==> config.mk <==
export PLATFORM = sky130hd
export DESIGN_NAME = mem_stage
export DESIGN_NICKNAME = d
export VERILOG_FILES = /design/src/rtl/mem_stage.sv
export SDC_FILE = /design/constraint.sdc
export NUM_CORES = 1
export LEC_CHECK = 0
export ABC_AREA = 1
export CORE_ASPECT_RATIO = 0.75
export CORE_MARGIN = 2
export CORE_UTILIZATION = 30
export DETAILED_ROUTE_END_ITERATION = 8
export GPL_TIMING_DRIVEN = 0
export SLEW_MARGIN = 20
export SYNTH_ARGS = -nofsm -noshare
export SYNTH_HDL_FRONTEND = slang
export SYNTH_SLANG_ARGS = --single-unit
==> constraint.sdc <==
create_clock -name clk -period 3.53 [get_ports clk]
set_clock_uncertainty 0.05 [all_clocks]
set_input_delay 0.353 -clock clk [delete_from_list [all_inputs] [get_ports clk]]
set_output_delay 0.353 -clock clk [all_outputs]
set_load 0.03 [all_outputs]
==> src/rtl/mem_stage.sv <==
// Memory pipeline stage: registers the EX result, performs LOAD/STORE accesses
// on a req/ack data-memory port with byte lanes and load extension, and feeds
// the EX forwarding path and the register-file writeback port.
module mem_stage #(
  parameter int MAX_WAIT = 16
) (
  input  logic        clk,
  input  logic        reset_n,
  input  logic [4:0]  rd_EX,
  input  logic [31:0] res_EX,
  input  logic [31:0] x2_EX,
  input  logic [6:0]  opcode_EX,
  input  logic [2:0]  funct3_EX,
  output logic        stall,
  output logic [4:0]  rd_MEM,
  output logic [31:0] res_MEM,
  output logic        load_in_MEM,
  output logic        dmem_req,
  output logic        dmem_we,
  output logic [31:0] dmem_addr,
  output logic [3:0]  dmem_be,
  output logic [31:0] dmem_wdata,
  input  logic        dmem_ack,
  input  logic [31:0] dmem_rdata,
  output logic [4:0]  rd_WB,
  output logic [31:0] res_WB,
  output logic        mem_fault
);

  localparam logic [6:0] OP_LOAD  = 7'b0000011;
  localparam logic [6:0] OP_STORE = 7'b0100011;

  localparam logic [1:0] S_IDLE  = 2'd0;
  localparam logic [1:0] S_WAIT  = 2'd1;
  localparam logic [1:0] S_FAULT = 2'd2;

  localparam int CNT_W = (MAX_WAIT < 1) ? 1 : $clog2(MAX_WAIT + 1);
  localparam logic [CNT_W-1:0] CNT_LAST = CNT_W'(MAX_WAIT - 1);

  // EX/MEM pipeline register
  logic [4:0]       rd_q;
  logic [31:0]      res_q;
  logic [31:0]      x2_q;
  logic [6:0]       op_q;
  logic [2:0]       f3_q;

  logic [1:0]       state_q, state_d;
  logic [CNT_W-1:0] cnt_q, cnt_d;
  logic [4:0]       rd_wb_q;
  logic [31:0]      res_wb_q;

  logic             is_load, is_store, mem_op, misaligned, acked;
  logic [31:0]      load_data;

  // Byte enables for an access of the given width at the given byte offset.
  function automatic logic [3:0] lane_be(input logic [2:0] f3, input logic [1:0] off);
    case (f3[1:0])
      2'b00:   lane_be = 4'b0001 << off;
      2'b01:   lane_be = 4'b0011 << off;
      default: lane_be = 4'b1111;
    endcase
  endfunction

  // Store data replicated across lanes so the enabled lanes carry the value.
  function automatic logic [31:0] store_data(input logic [2:0] f3, input logic [31:0] x2);
    case (f3[1:0])
      2'b00:   store_data = {4{x2[7:0]}};
      2'b01:   store_data = {2{x2[15:0]}};
      default: store_data = x2;
    endcase
  endfunction

  // Select the addressed byte/half from the load word and extend it.
  function automatic logic [31:0] load_extract(input logic [2:0]  f3,
                                               input logic [1:0]  off,
                                               input logic [31:0] rdata);
    logic [31:0] bw, hw;
    logic [7:0]  b;
    logic [15:0] h;
    bw = rdata >> {off, 3'b000};
    hw = rdata >> {off[1], 4'b0000};
    b  = bw[7:0];
    h  = hw[15:0];
    case (f3)
      3'b000:  load_extract = {{24{b[7]}}, b};
      3'b001:  load_extract = {{16{h[15]}}, h};
      3'b100:  load_extract = {24'h0, b};
      3'b101:  load_extract = {16'h0, h};
      default: load_extract = rdata;
    endcase
  endfunction

  // Decode of the instruction held in MEM and the memory-port drive.
  always_comb begin
    is_load    = (op_q == OP_LOAD);
    is_store   = (op_q == OP_STORE);
    mem_op     = is_load | is_store;
    misaligned = ((f3_q[1:0] == 2'b01) & res_q[0]) |
                 ((f3_q[1:0] == 2'b10) & (res_q[1:0] != 2'b00));
    dmem_req   = ((state_q == S_IDLE) & mem_op & ~misaligned) | (state_q == S_WAIT);
    acked      = dmem_req & dmem_ack;
    stall      = (mem_op & ~acked) | (state_q == S_FAULT);
    dmem_we    = dmem_req & is_store;
    dmem_be    = dmem_req ? lane_be(f3_q, res_q[1:0]) : 4'b0000;
    dmem_addr  = {res_q[31:2], 2'b00};
    dmem_wdata = store_data(f3_q, x2_q);
    load_data  = load_extract(f3_q, res_q[1:0], dmem_rdata);
    rd_MEM      = mem_op ? 5'd0 : rd_q;
    res_MEM     = res_q;
    load_in_MEM = is_load;
    rd_WB       = rd_wb_q;
    res_WB      = res_wb_q;
    mem_fault   = (state_q == S_FAULT);
  end

  // Access sequencing: single-cycle hit, bounded wait, sticky fault.
  always_comb begin
    state_d = state_q;
    cnt_d   = cnt_q;
    case (state_q)
      S_IDLE: begin
        if (mem_op) begin
          if (misaligned) begin
            state_d = S_FAULT;
          end else if (!dmem_ack) begin
            state_d = S_WAIT;
            cnt_d   = '0;
          end
        end
      end
      S_WAIT: begin
        if (dmem_ack) begin
          state_d = S_IDLE;
        end else if (cnt_q == CNT_LAST) begin
          state_d = S_FAULT;
        end else begin
          cnt_d = cnt_q + 1'b1;
        end
      end
      S_FAULT: state_d = S_FAULT;
      default: state_d = S_FAULT;
    endcase
  end

  // EX/MEM register advances whenever the stage is not stalled.
  always_ff @(posedge clk or negedge reset_n) begin
    if (!reset_n) begin
      rd_q  <= 5'd0;
      res_q <= 32'h0;
      x2_q  <= 32'h0;
      op_q  <= 7'd0;
      f3_q  <= 3'd0;
    end else if (!stall) begin
      rd_q  <= rd_EX;
      res_q <= res_EX;
      x2_q  <= x2_EX;
      op_q  <= opcode_EX;
      f3_q  <= funct3_EX;
    end
  end

  // FSM state and wait counter.
  always_ff @(posedge clk or negedge reset_n) begin
    if (!reset_n) begin
      state_q <= S_IDLE;
      cnt_q   <= '0;
    end else begin
      state_q <= state_d;
      cnt_q   <= cnt_d;
    end
  end

  // Writeback register: bubble on stall and stores, result or load data otherwise.
  always_ff @(posedge clk or negedge reset_n) begin
    if (!reset_n) begin
      rd_wb_q  <= 5'd0;
      res_wb_q <= 32'h0;
    end else if (stall) begin
      rd_wb_q  <= 5'd0;
    end else if (!mem_op) begin
      rd_wb_q  <= rd_q;
      res_wb_q <= res_q;
    end else if (is_load) begin
      rd_wb_q  <= rd_q;
      res_wb_q <= load_data;
    end else begin
      rd_wb_q  <= 5'd0;
    end
  end

endmodule

Word level (Yosys, flattened, before mapping)
Cells that the tools add are included.

Add/sub/neg operators: 1. Equality and inequality tests: 18. Shifts and indexed selects: 4. Mux-type cells: 22. Bitwise logic cells: 14. Reduce and logical (&&, ||, !) cells: 8.

Operator list (count): 32-bit case mux with 4 select lines (1); 32-bit 2-to-1 mux (2); 32-bit case mux with 2 select lines (1); 5-bit 2-to-1 mux (9); 32-bit by 5-bit >> shifter with 16-bit output (1); 32-bit by 5-bit >> shifter with 8-bit output (1); 2-bit != test (second input constant) (6); 2-bit 2-to-1 mux (5); 5-bit case mux with 2 select lines (1); 4-bit case mux with 2 select lines (1); 1-bit AND (7); 7-bit by 2-bit equality test with 1-bit output (second input constant) (1); 7-bit by 6-bit equality test with 1-bit output (second input constant) (1); 3-bit equality test (second input constant) (2); 6-bit AND reduction (1); 5-bit by 1-bit adder with 5-bit output (second input constant) (1); 5-bit by 4-bit equality test with 1-bit output (second input constant) (1); 2-bit by 1-bit equality test with 1-bit output (second input constant) (2); 2-bit equality test (second input constant) (2); 2-bit zero test (2); 4-bit 2-to-1 mux (1); 1-bit bitwise OR (4); 2-bit case mux with 2 select lines (1); 2-bit nonzero test (2); 9 further kinds (11).

Register bits: 123. Input port bits: 114. Word-level logic and storage cells: 76.

Longest topological paths before layout
Gate-level depths: netlist of the first run.

Depth in word-level cells: 12. Mapped depth: 12. Depth with buffers taken out: 11.

Least setup slack after synthesis of the first run
No wires, ideal clock.

Path kind: register to output. Start point: reg f3_q[0]. End point: out dmem_wdata[10]. Data arrival time: 1734 ps. Data required time: 3127 ps. Path slack: 1393 ps. Cell stages (with the launch flop): 7. Path buffers: 2. Path through: dfrtp_1 > buf_2 > clkinv_1 > nand2_1 > inv_1 > clkbuf_1 > o21ai_0.

Word-level cells in the longest chain between the ends: 2.

RTL lines: start, declared (line 45) `logic [2:0] f3_q;`; start signal, assigned (line 158) `f3_q <= funct3_EX;`; 2-bit by 1-bit equality test with 1-bit output / 2-bit zero test (equally long branches) (line 66) `case (f3[1:0])`; 32-bit case mux with 2 select lines (*) (line 66); end, declared (line 22) `output logic [31:0] dmem_wdata,`.

Every way passes the cells marked *; elsewhere a longest branch is shown, timed or not.

Final worst setup path of the first run
Start point: reg f3_q[0]. End point: out dmem_wdata[13].

The elaborated chain is that of the path after synthesis.

==> results.json, run 1 <==
{
  "layout.filler_cells": 2260,
  "drtPass1Iterations": 5,
  "regToRegStartpoint": "res_MEM[0]$_DFFE_PN0N_",
  "dr.first_iter.drc_count": 507,
  "worst_hold_path_type": "in2async",
  "post-route-cell-area_um2": 10260,
  "timing.fmax_ghz": 0.2970,
  "ys_types": 25,
  "dieArea_um2": 23450,
  "postRouteAntennaNets": 0,
  "clk_sink_count": 123,
  "placed_cells": 1493,
  "path_class": "reg2out",
  "timing.critical_path.to": "dmem_wdata[13]",
  "initial_core_util_pct": 30.40,
  "outcome": "finished clean",
  "period_minus_slack_ns": 3.367,
  "synthesis.instances": 939,
  "reg2reg_slack_ns": 1.31,
  "number_of_max_cap_violations": 0,
  "final.setup.tns_ns": 0,
  "post_synth.cell_area_avg_um2": 7.102,
  "gp_routability_congestion": 0.8824,
  "cts_tree": "yes",
  "pin_count_of_the_biggest_net_entering_global_routing": 63,
  "total_area_of_multi_input_combinational_cells_um2": 2780,
  "synth_seq_cells": 123,
  "drt-wirelength-per-cell_um": 16.66,
  "root_buffer": "sky130_fd_sc_hd__clkbuf_16",
  "worst_setup_hold_path_clk_slew_ns": 0.06,
  "start_kind": "flip-flop",
  "synthesis_warnings": 0,
  "timing_hold_violations_final": 0,
  "via_per_inst": 4.698,
  "reg2reg_to": "res_WB[12]$_DFFE_PN0P_",
  "sum_of_overflow_across_all_layers_after_global_routing": 0,
  "final_util_pct": 46.77,
  "track_usage_pct": 21.90,
  "antenna_found_initial": 1,
  "vias": 7174,
  "vias_in_the_first_global_route": 7039,
  "grt_pass1_wl_um": 39250,
  "ys_seq_area_share_pct": 46.15,
  "insertion_delay_ns": 0.43,
  "fin_crit_sh_pct": 95.39,
  "finalMaxSlewViolations": 0,
  "power.ir.vdd_worst_v": 0.0002769,
  "post-dp-hpwl_um": 19330,
  "tightestPinTransition_ns": 0.6542,
  "postPlaceCellArea_um2": 9656,
  "die_y_um": 133.1,
  "numCtsBuffers": 17,
  "layout.cells.non_filler": 1527,
  "cts_max_path_buffers": 2,
  "syn2layout_area_growth_pct": 53.85,
  "setup_viol_count_final": 0,
  "power_leakage_nw": 5.026,
  "portBuffers": 258,
  "pin_count": 261,
  "final.hold.worst_slack_ns": 0.4043,
  "worst_ep_arrival_time_ns": 2.96,
  "worst_r2r_path_depth": 10,
  "crit_fanout": 10,
  "clock_tree.htree_level_count": 4,
  "p_per_area_nw_per_um2": 460.4,
  "final_net_count": 1335,
  "finalWirelength_um": 25430,
  "rsz_0062_raised_after_global_routing": "false",
  "core_area_um2": 21930,
  "cts.repair_timing.setup_buffer_count": 0,
  "die_x_um": 176.2,
  "cp_data_required_time_ns": 3.13,
  "sequential_cell_area_um2": 3078,
  "synth.cell_area_um2": 6669,
  "crit_path_end_kind": "output port",
  "timing.critical_path.from": "f3_q[0]$_DFFE_PN0N_",
  "detail_route.drc_violations": 0,
  "layout-drive-gt1-share_pct": 9.497,
  "num_rows": 47,
  "maxSlewHeadroom_pct": 56.39
}
[area by class of cell]
| cell class | instances | area share, % |
|---|---|---|
| Inverter | 74 | 2.707 |
| Tap cell | 294 | 3.585 |
| Timing Repair Buffer | 260 | 25.61 |
| Clock buffer | 18 | 4.281 |
| Sequential cell | 123 | 30.00 |
| Antenna cell | 1 | 0.02439 |
| Buffer | 90 | 5.244 |
| Clock inverter | 14 | 1.451 |
| Multi-Input combinational cell | 653 | 27.10 |
[power breakdown]
part,switching (mW),internal [mW],leakage [nW]
logic,0.752,0.557,3.30
clock network,0.701,1.06,0.278
registers,0.106,1.55,1.45
total,1.56,3.16,5.03
[per-layer routing]
metal | vias to the layer above | global-route usage [%] | share of wire (%)
li1 | 3479 | - | -
met1 | 3402 | 30.65 | 47
met2 | 263 | 32.68 | 43
met3 | 30 | 6.792 | 8.7
met4 | 0 | 6.152 | 1.6
met5 | - | 0 | 0
[worst min-delay path by stage]
stage	slack (ns)	cells past startpoint	end
floorplan	0.007	0	cnt_q[0]$_DFFE_PN0P_
global placement	0.41	2	x2_q[16]$_DFFE_PN0N_
detailed placement	0.28	1	x2_q[0]$_DFFE_PN0N_
CTS	0.42	2	x2_q[0]$_DFFE_PN0N_
global route	0.43	3	x2_q[1]$_DFFE_PN0N_
finish	0.40	2	x2_q[0]$_DFFE_PN0N_
[cell usage after synthesis]
master,instances,share of area [%]
sky130_fd_sc_hd__or2_2,1,0.094
sky130_fd_sc_hd__ha_1,2,0.38
sky130_fd_sc_hd__inv_2,5,0.28
sky130_fd_sc_hd__clkinv_1,1,0.056
sky130_fd_sc_hd__nor2_2,2,0.19
sky130_fd_sc_hd__o211ai_1,7,0.79
sky130_fd_sc_hd__nor3_1,3,0.23
sky130_fd_sc_hd__nand3_1,72,5.4
sky130_fd_sc_hd__a21oi_1,59,4.4
sky130_fd_sc_hd__buf_4,43,4.8
sky130_fd_sc_hd__inv_1,68,3.8
sky130_fd_sc_hd__nand2_1,365,21
sky130_fd_sc_hd__dfrtp_1,123,46
sky130_fd_sc_hd__nand2_2,3,0.28
sky130_fd_sc_hd__conb_1,1,0.056
sky130_fd_sc_hd__buf_1,6,0.34
sky130_fd_sc_hd__nand4_1,11,1.0
sky130_fd_sc_hd__o21ai_0,44,3.3
sky130_fd_sc_hd__o22ai_1,1,0.094
sky130_fd_sc_hd__clkbuf_1,16,0.90
sky130_fd_sc_hd__buf_6,1,0.17
sky130_fd_sc_hd__nand3_2,2,0.30
sky130_fd_sc_hd__nor2_1,78,4.4
sky130_fd_sc_hd__a21oi_2,1,0.13
sky130_fd_sc_hd__buf_2,24,1.8
[cell usage in the layout, fill, tap and decap left out, types with 2 or more instances in the layout]
| master | netlist | layout |
|---|---|---|
| sky130_fd_sc_hd__nand4_1 | 11 | 11 |
| sky130_fd_sc_hd__nand3_2 | 2 | 2 |
| sky130_fd_sc_hd__nor2_1 | 78 | 78 |
| sky130_fd_sc_hd__nor2_2 | 2 | 2 |
| sky130_fd_sc_hd__inv_1 | 68 | 68 |
| sky130_fd_sc_hd__clkinvlp_4 | 0 | 4 |
| sky130_fd_sc_hd__clkbuf_16 | 0 | 17 |
| sky130_fd_sc_hd__buf_1 | 6 | 6 |
| sky130_fd_sc_hd__inv_2 | 5 | 5 |
| sky130_fd_sc_hd__a21oi_1 | 59 | 59 |
| sky130_fd_sc_hd__clkinv_2 | 0 | 3 |
| sky130_fd_sc_hd__nand2_1 | 365 | 365 |
| sky130_fd_sc_hd__bufinv_16 | 0 | 2 |
| sky130_fd_sc_hd__buf_4 | 43 | 43 |
| sky130_fd_sc_hd__ha_1 | 2 | 2 |
| sky130_fd_sc_hd__clkbuf_1 | 16 | 15 |
| sky130_fd_sc_hd__conb_1 | 1 | 2 |
| sky130_fd_sc_hd__dfrtp_1 | 123 | 123 |
| sky130_fd_sc_hd__nand2_2 | 3 | 3 |
| sky130_fd_sc_hd__buf_2 | 24 | 24 |
| sky130_fd_sc_hd__clkdlybuf4s50_1 | 0 | 256 |
| sky130_fd_sc_hd__nand3_1 | 72 | 72 |
| sky130_fd_sc_hd__o21ai_0 | 44 | 44 |
| sky130_fd_sc_hd__o211ai_1 | 7 | 7 |
| sky130_fd_sc_hd__clkinv_4 | 0 | 5 |
| sky130_fd_sc_hd__nor3_1 | 3 | 3 |
[kinds of logic after synthesis]
| group | synth area share, % |
|---|---|
| other | 0.05623 |
| AO/OA/AOI/OAI | 8.743 |
| AND/OR/NAND/NOR | 32.46 |
| adder cells (fa/ha/maj) | 0.3752 |
| flip-flops | 46.15 |
| buffers and inverters | 12.21 |
[registers in the layout (all words and copies together), names as in the netlist]
| name | cells |
|---|---|
| rd_WB | 5 |
| rd_q | 5 |
| f3_q | 3 |
| res_MEM | 32 |
| cnt_q | 5 |
| state_q | 2 |
| res_WB | 32 |
| x2_q | 32 |
| op_q | 7 |
[critical path, stage by stage (launching register included)]
cell and delay [ns]:
sky130_fd_sc_hd__dfrtp_1 0.31, sky130_fd_sc_hd__buf_2 0.19, sky130_fd_sc_hd__clkinv_1 0.32, sky130_fd_sc_hd__nand2_1 0.26
sky130_fd_sc_hd__inv_1 0.19, sky130_fd_sc_hd__clkbuf_1 0.24, sky130_fd_sc_hd__o21ai_0 0.29, sky130_fd_sc_hd__clkdlybuf4s50_1 0.73
[through the flow]
| step | setup WS (ns) | power, mW |
|---|---|---|
| 3_3_place_gp | -3.161 | 2.980 |
| 4_1_cts | 0.09592 | 4.765 |
| 5_1_grt | 0.009809 | 4.941 |
| 2_1_floorplan | 1.393 | 2.365 |
| 3_5_place_dp | 0.5778 | 2.991 |
| 6_report | 0.1629 | 4.723 |
[timing repair]
action,in CTS,in global routing
hold buffers,1,0
resized for setup,0,3
hold endpoints to repair,61,0
setup endpoints to repair,0,2
Power figures use the tool's default switching activity.
==> inputs of run 2 (changes only) <==
--- a/config.mk
+++ b/config.mk
@@ -8,9 +8,11 @@
 export ABC_AREA = 1
 export CORE_ASPECT_RATIO = 0.75
 export CORE_MARGIN = 2
-export CORE_UTILIZATION = 30
+export CORE_UTILIZATION = 37
+export CTS_BUF_LIST = sky130_fd_sc_hd__clkbuf_8
 export DETAILED_ROUTE_END_ITERATION = 8
 export GPL_TIMING_DRIVEN = 0
+export PLACE_DENSITY = 0.7
 export SLEW_MARGIN = 20
 export SYNTH_ARGS = -nofsm -noshare
 export SYNTH_HDL_FRONTEND = slang
==> results.json, run 2 (synthesis gave the netlist of run 1 again) <==
{
  "outcome": "finished clean",
  "power_leakage_nw": 4.935,
  "rsz_0062_raised_after_global_routing": "false",
  "grt_pass1_wl_um": 37540,
  "top_signal_layer_used": "met4",
  "cts_tree": "yes",
  "final_util_pct": 56.42,
  "cts_max_path_buffers": 2,
  "dr.first_iter.drc_count": 459,
  "power.ir.vdd_worst_v": 0.0002278,
  "p_per_area_nw_per_um2": 414.7,
  "initial_core_util_pct": 37.77,
  "post-route-cell-area_um2": 9962,
  "post_route_total_power_mw": 4.131,
  "worst_ep_arrival_time_ns": 2.90,
  "antenna_found_initial": 0,
  "finalMaxSlewViolations": 0,
  "core_area_um2": 17660,
  "path_cells": "nor2_2, nand3_2, inv_1, clkbuf_1, a21oi_1, a21oi_1, clkdlybuf4s50_1",
  "layout-drive-gt1-share_pct": 9.423,
  "regToRegStartpoint": "res_MEM[0]$_DFFE_PN0N_",
  "cts.repair_timing.setup_buffer_count": 0,
  "switching_share_pct": 35.69,
  "most-common-layout-cells": "sky130_fd_sc_hd__nand2_1 (365), sky130_fd_sc_hd__clkdlybuf4s50_1 (255), sky130_fd_sc_hd__dfrtp_1 (123)",
  "reg2reg_to": "res_WB[13]$_DFFE_PN0P_",
  "final_net_count": 1334,
  "postPlaceCellArea_um2": 9590,
  "pwr-share-comb_pct": 31.6,
  "dieArea_um2": 19120,
  "timing.fmax_ghz": 0.3027,
  "critPathBufInv": 3,
  "detail_route.wirelength.met1_um": 10820,
  "numCtsBuffers": 17,
  "final.hold.worst_slack_ns": 0.3223,
  "insertion_delay_ns": 0.45,
  "clock_tree.htree_level_count": 4,
  "worst_path_largest_cell_delay_ns": 0.71,
  "power.share.clock_pct": 28.3,
  "path_class": "reg2out",
  "met3RoutedLength_um": 2200,
  "crit_family": "buffers and inverters",
  "syn2layout_area_growth_pct": 49.38,
  "maxSlewHeadroom_pct": 60.32,
  "gp_routability_congestion": 0.9258,
  "drtPass1Iterations": 5,
  "crit_path_end_kind": "output port",
  "cp_data_required_time_ns": 3.13,
  "via_per_inst": 4.865,
  "vias_in_the_first_global_route": 6981,
  "reg2reg_slack_ns": 1.35,
  "root_buffer": "sky130_fd_sc_hd__clkbuf_8",
  "number_of_max_cap_violations": 0,
  "die_y_um": 120.3,
  "vias": 7166,
  "crit_fanout": 10,
  "final_common_cell": "sky130_fd_sc_hd__nand2_1",
  "detail_route.drc_violations": 0,
  "pin_count": 261,
  "track_usage_pct": 25.34,
  "p_sw_mw": 1.475,
  "postRouteAntennaNets": 0,
  "sum_of_overflow_across_all_layers_after_global_routing": 0,
  "post-dp-hpwl_um": 18130,
  "insertedDiodeCount": 0,
  "seq_power_share_pct": 40.1,
  "worst_hold_path_type": "in2async",
  "tightestPinTransition_ns": 0.5952,
  "routed_wl_met2_um": 10750,
  "crit_path_frequent_cell": "sky130_fd_sc_hd__a21oi_1",
  "crit_slowest_cell": "sky130_fd_sc_hd__clkdlybuf4s50_1",
  "drt-wirelength-per-cell_um": 16.32,
  "pin_count_of_the_biggest_net_entering_global_routing": 88,
  "start_kind": "flip-flop",
  "fin_crit_sh_pct": 93.59,
  "clk_sink_count": 123,
  "cell_internal_pwr_mw": 2.656,
  "finalWirelength_um": 24040,
  "period_minus_slack_ns": 3.304,
  "timing_hold_violations_final": 0,
  "setup_viol_count_final": 0,
  "num_rows": 42,
  "worst_r2r_path_depth": 10,
  "portBuffers": 258,
  "worst_setup_hold_path_clk_slew_ns": 0.08,
  "die_x_um": 159.0
}
[run 2: routing by layer]
| layer | global-route usage (%) | vias to the layer above |
|---|---|---|
| met5 | 0 | - |
| met4 | 6.591 | 0 |
| met3 | 7.719 | 21 |
| met2 | 39.78 | 311 |
| met1 | 34.28 | 3372 |
| li1 | - | 3462 |
[run 2: worst reg2reg max path, stage by stage, from the launching register on]
cell and delay, ns:
sky130_fd_sc_hd__dfrtp_1 0.51, sky130_fd_sc_hd__inv_2 0.16, sky130_fd_sc_hd__nand2_1 0.10, sky130_fd_sc_hd__nand2_1 0.10
sky130_fd_sc_hd__nand4_1 0.09, sky130_fd_sc_hd__nand2_1 0.21, sky130_fd_sc_hd__nand3_2 0.30, sky130_fd_sc_hd__inv_2 0.24
sky130_fd_sc_hd__buf_4 0.20, sky130_fd_sc_hd__nand2_1 0.10, sky130_fd_sc_hd__nand2_1 0.07
[run 2: through the flow]
stage          setup TNS [ns]  setup slack, ns  std cells
3_5_place_dp                0           0.6051       1441
5_1_grt                     0          0.04190       1473
6_report                    0           0.2263       1473
4_1_cts                     0          0.09319       1474
3_3_place_gp          -365.30           -2.981       1440
2_1_floorplan               0            1.393        940
[run 2: timing repair]
item                       in CTS  in global routing
hold buffers                    1                  0
hold endpoints to repair       36                  0
resized for setup               0                  2
setup endpoints to repair       0                  9
[run 2: power groups by stage]
stage	combinational (mW)	clock [mW]	sequential, mW
3_5_place_dp	1.30	0	1.68
2_1_floorplan	0.553	0	1.81
5_1_grt	1.41	1.25	1.67
3_3_place_gp	1.29	0	1.68
4_1_cts	1.31	1.19	1.66
6_report	1.31	1.17	1.66
[run 2: worst max path at each step]
stage | startpoint | endpoint | slack [ns] | cells after the start
after CTS | f3_q[0]$_DFFE_PN0N_ | dmem_wdata[15] | 0.09 | 7
after global routing | op_q[4]$_DFFE_PN0N_ | dmem_be[0] | 0.04 | 7
final | op_q[3]$_DFFE_PN0N_ | dmem_be[2] | 0.23 | 7
after detailed placement | f3_q[0]$_DFFE_PN0N_ | dmem_wdata[15] | 0.61 | 7
after global placement | reset_n | rd_q[2]$_DFFE_PN0N_ | -2.98 | 1
after floorplan | f3_q[0]$_DFFE_PN0N_ | dmem_wdata[10] | 1.39 | 6
[run 2: area by class of cell]
cell class                      count  area (um2)
Buffer                             89       533.0
Multi-Input combinational cell    653        2780
Inverter                           74       277.8
Timing Repair Buffer              260        2630
Fill cell                        1731        7695
Tap cell                          242       302.8
Clock inverter                     15       126.4
Clock buffer                       17       234.0
Sequential cell                   123        3078
==> inputs of run 3 (changes only) <==
--- a/config.mk
+++ b/config.mk
@@ -6,13 +6,14 @@
 export NUM_CORES = 1
 export LEC_CHECK = 0
 export ABC_AREA = 1
+export CAP_MARGIN = 40
 export CORE_ASPECT_RATIO = 0.75
 export CORE_MARGIN = 2
-export CORE_UTILIZATION = 37
+export CORE_UTILIZATION = 45
 export CTS_BUF_LIST = sky130_fd_sc_hd__clkbuf_8
 export DETAILED_ROUTE_END_ITERATION = 8
 export GPL_TIMING_DRIVEN = 0
-export PLACE_DENSITY = 0.7
+export PLACE_DENSITY = 0.82
 export SLEW_MARGIN = 20
 export SYNTH_ARGS = -nofsm -noshare
 export SYNTH_HDL_FRONTEND = slang
==> results.json, run 3 (synthesis gave the netlist of run 1 again) <==
{
  "cp_data_required_time_ns": 3.13,
  "worst_path_largest_cell_delay_ns": 0.72,
  "postRouteAntennaNets": 0,
  "final_common_cell": "sky130_fd_sc_hd__nand2_1",
  "maxSlewHeadroom_pct": 62.35,
  "vias": 7250,
  "die_y_um": 109.4,
  "detail_route.drc_violations": 0,
  "critPathBufInv": 5,
  "drt-wirelength-per-cell_um": 16.34,
  "crit_path_frequent_cell": "sky130_fd_sc_hd__nand2_1",
  "root_buffer": "sky130_fd_sc_hd__clkbuf_8",
  "cts_tree": "yes",
  "worst_ep_arrival_time_ns": 2.95,
  "cts.repair_timing.setup_buffer_count": 0,
  "pin_count": 261,
  "post_route_total_power_mw": 4.416,
  "rsz_0062_raised_after_global_routing": "false",
  "power_leakage_nw": 4.957,
  "initial_core_util_pct": 46.14,
  "number_of_max_cap_violations": 0,
  "timing_hold_violations_final": 0,
  "crit_fanout": 10,
  "finalWirelength_um": 23390,
  "num_rows": 38,
  "timing.fmax_ghz": 0.2980,
  "drtPass1Iterations": 7,
  "core_area_um2": 14450,
  "pin_count_of_the_biggest_net_entering_global_routing": 80,
  "setup_viol_count_final": 0,
  "track_usage_pct": 29.80,
  "worst_hold_path_type": "in2async",
  "fin_crit_sh_pct": 95.07,
  "final_net_count": 1335,
  "insertion_delay_ns": 0.44,
  "outcome": "finished clean",
  "final.setup.worst_slack_ns": 0.1742,
  "worst_setup_hold_path_clk_slew_ns": 0.08,
  "most-common-layout-cells": "sky130_fd_sc_hd__nand2_1 (365), sky130_fd_sc_hd__clkdlybuf4s50_1 (257), sky130_fd_sc_hd__dfrtp_1 (123)",
  "via_per_inst": 5.063,
  "crit_slowest_cell": "sky130_fd_sc_hd__clkdlybuf4s50_1",
  "post-dp-hpwl_um": 17610,
  "start_kind": "flip-flop",
  "die_x_um": 144.6,
  "clk_sink_count": 123,
  "detailedPlace.worstSlack_ns": 0.7095,
  "layout-drive-gt1-share_pct": 9.334,
  "dr.first_iter.drc_count": 575,
  "cts_max_path_buffers": 2,
  "clock_tree.htree_level_count": 4,
  "crit_family": "buffers and inverters",
  "sum_of_overflow_across_all_layers_after_global_routing": 0,
  "crit_path_end_kind": "output port",
  "numCtsBuffers": 17,
  "path_class": "reg2out",
  "finalMaxSlewViolations": 0,
  "period_minus_slack_ns": 3.356,
  "dieArea_um2": 15820,
  "grt_pass1_wl_um": 35400,
  "path_cells": "buf_2, clkinvlp_4, nand2_1, inv_1, clkbuf_1, nand2_1, o21ai_0, clkdlybuf4s50_1",
  "gp_routability_congestion": 0.9484,
  "insertedDiodeCount": 0,
  "p_per_area_nw_per_um2": 441.3,
  "tightestPinTransition_ns": 0.5647,
  "power.ir.vdd_worst_v": 0.0002713,
  "portBuffers": 258,
  "vias_in_the_first_global_route": 6722,
  "final.hold.worst_slack_ns": 0.3531,
  "syn2layout_area_growth_pct": 50.04,
  "antenna_found_initial": 1
}
## run 3: area by class of cell
| type | instances | area, um2 |
|---|---|---|
| Buffer | 90 | 536.8 |
| Clock buffer | 17 | 234.0 |
| Clock inverter | 15 | 224.0 |
| Fill cell | 1241 | 4448 |
| Inverter | 74 | 281.5 |
| Multi-Input combinational cell | 653 | 2780 |
| Sequential cell | 123 | 3078 |
| Tap cell | 200 | 250.2 |
| Timing Repair Buffer | 260 | 2621 |
## run 3: worst paths after layout
kind                                              from                       to  slack, ns  cells after the start
worst max-delay path               f3_q[0]$_DFFE_PN0N_           dmem_wdata[13]       0.17                      8
worst min-delay path                           reset_n  res_MEM[20]$_DFFE_PN0N_       0.35                      2
worst max register to register  res_MEM[0]$_DFFE_PN0N_   res_WB[14]$_DFFE_PN0P_       1.33                     10
worst min register to register     op_q[1]$_DFFE_PN0N_      op_q[1]$_DFFE_PN0N_       0.43                      2
max in group asynchronous                      reset_n     x2_q[11]$_DFFE_PN0N_       2.32                      3
min in group clk                              x2_EX[4]      x2_q[4]$_DFFE_PN0N_       0.41                      3
## run 3: power breakdown
| part | internal, mW | total (mW) | switching, mW |
|---|---|---|---|
| registers | 1.55 | 1.66 | 0.107 |
| clock network | 0.842 | 1.45 | 0.611 |
| logic | 0.557 | 1.31 | 0.750 |
## run 3: stage by stage
stage | area, um2 | TNS, ns | instances | utilization, %
floorplan | 6673 | 0 | 940 | -
global placement | 9505 | -344.43 | 1398 | 65.76
detailed placement | 9534 | 0 | 1399 | 65.96
CTS | 10000 | 0 | 1432 | 69.20
global route | 10010 | 0 | 1432 | 69.23
finish | 10010 | 0 | 1432 | 69.23
## run 3: repair_timing
item                                    CTS  global route
gates resized for setup                   0             1
endpoints found under the setup margin    0             5
hold buffers                              1             0
hold endpoints to repair                 44             0
## run 3: layer usage
metal	track usage [%]	vias up	part of all wire (%)
met2	47.39	377	46
li1	-	3470	-
met3	9.974	31	12
met1	39.26	3370	41
met4	8.114	2	1.5
met5	0	-	0.051
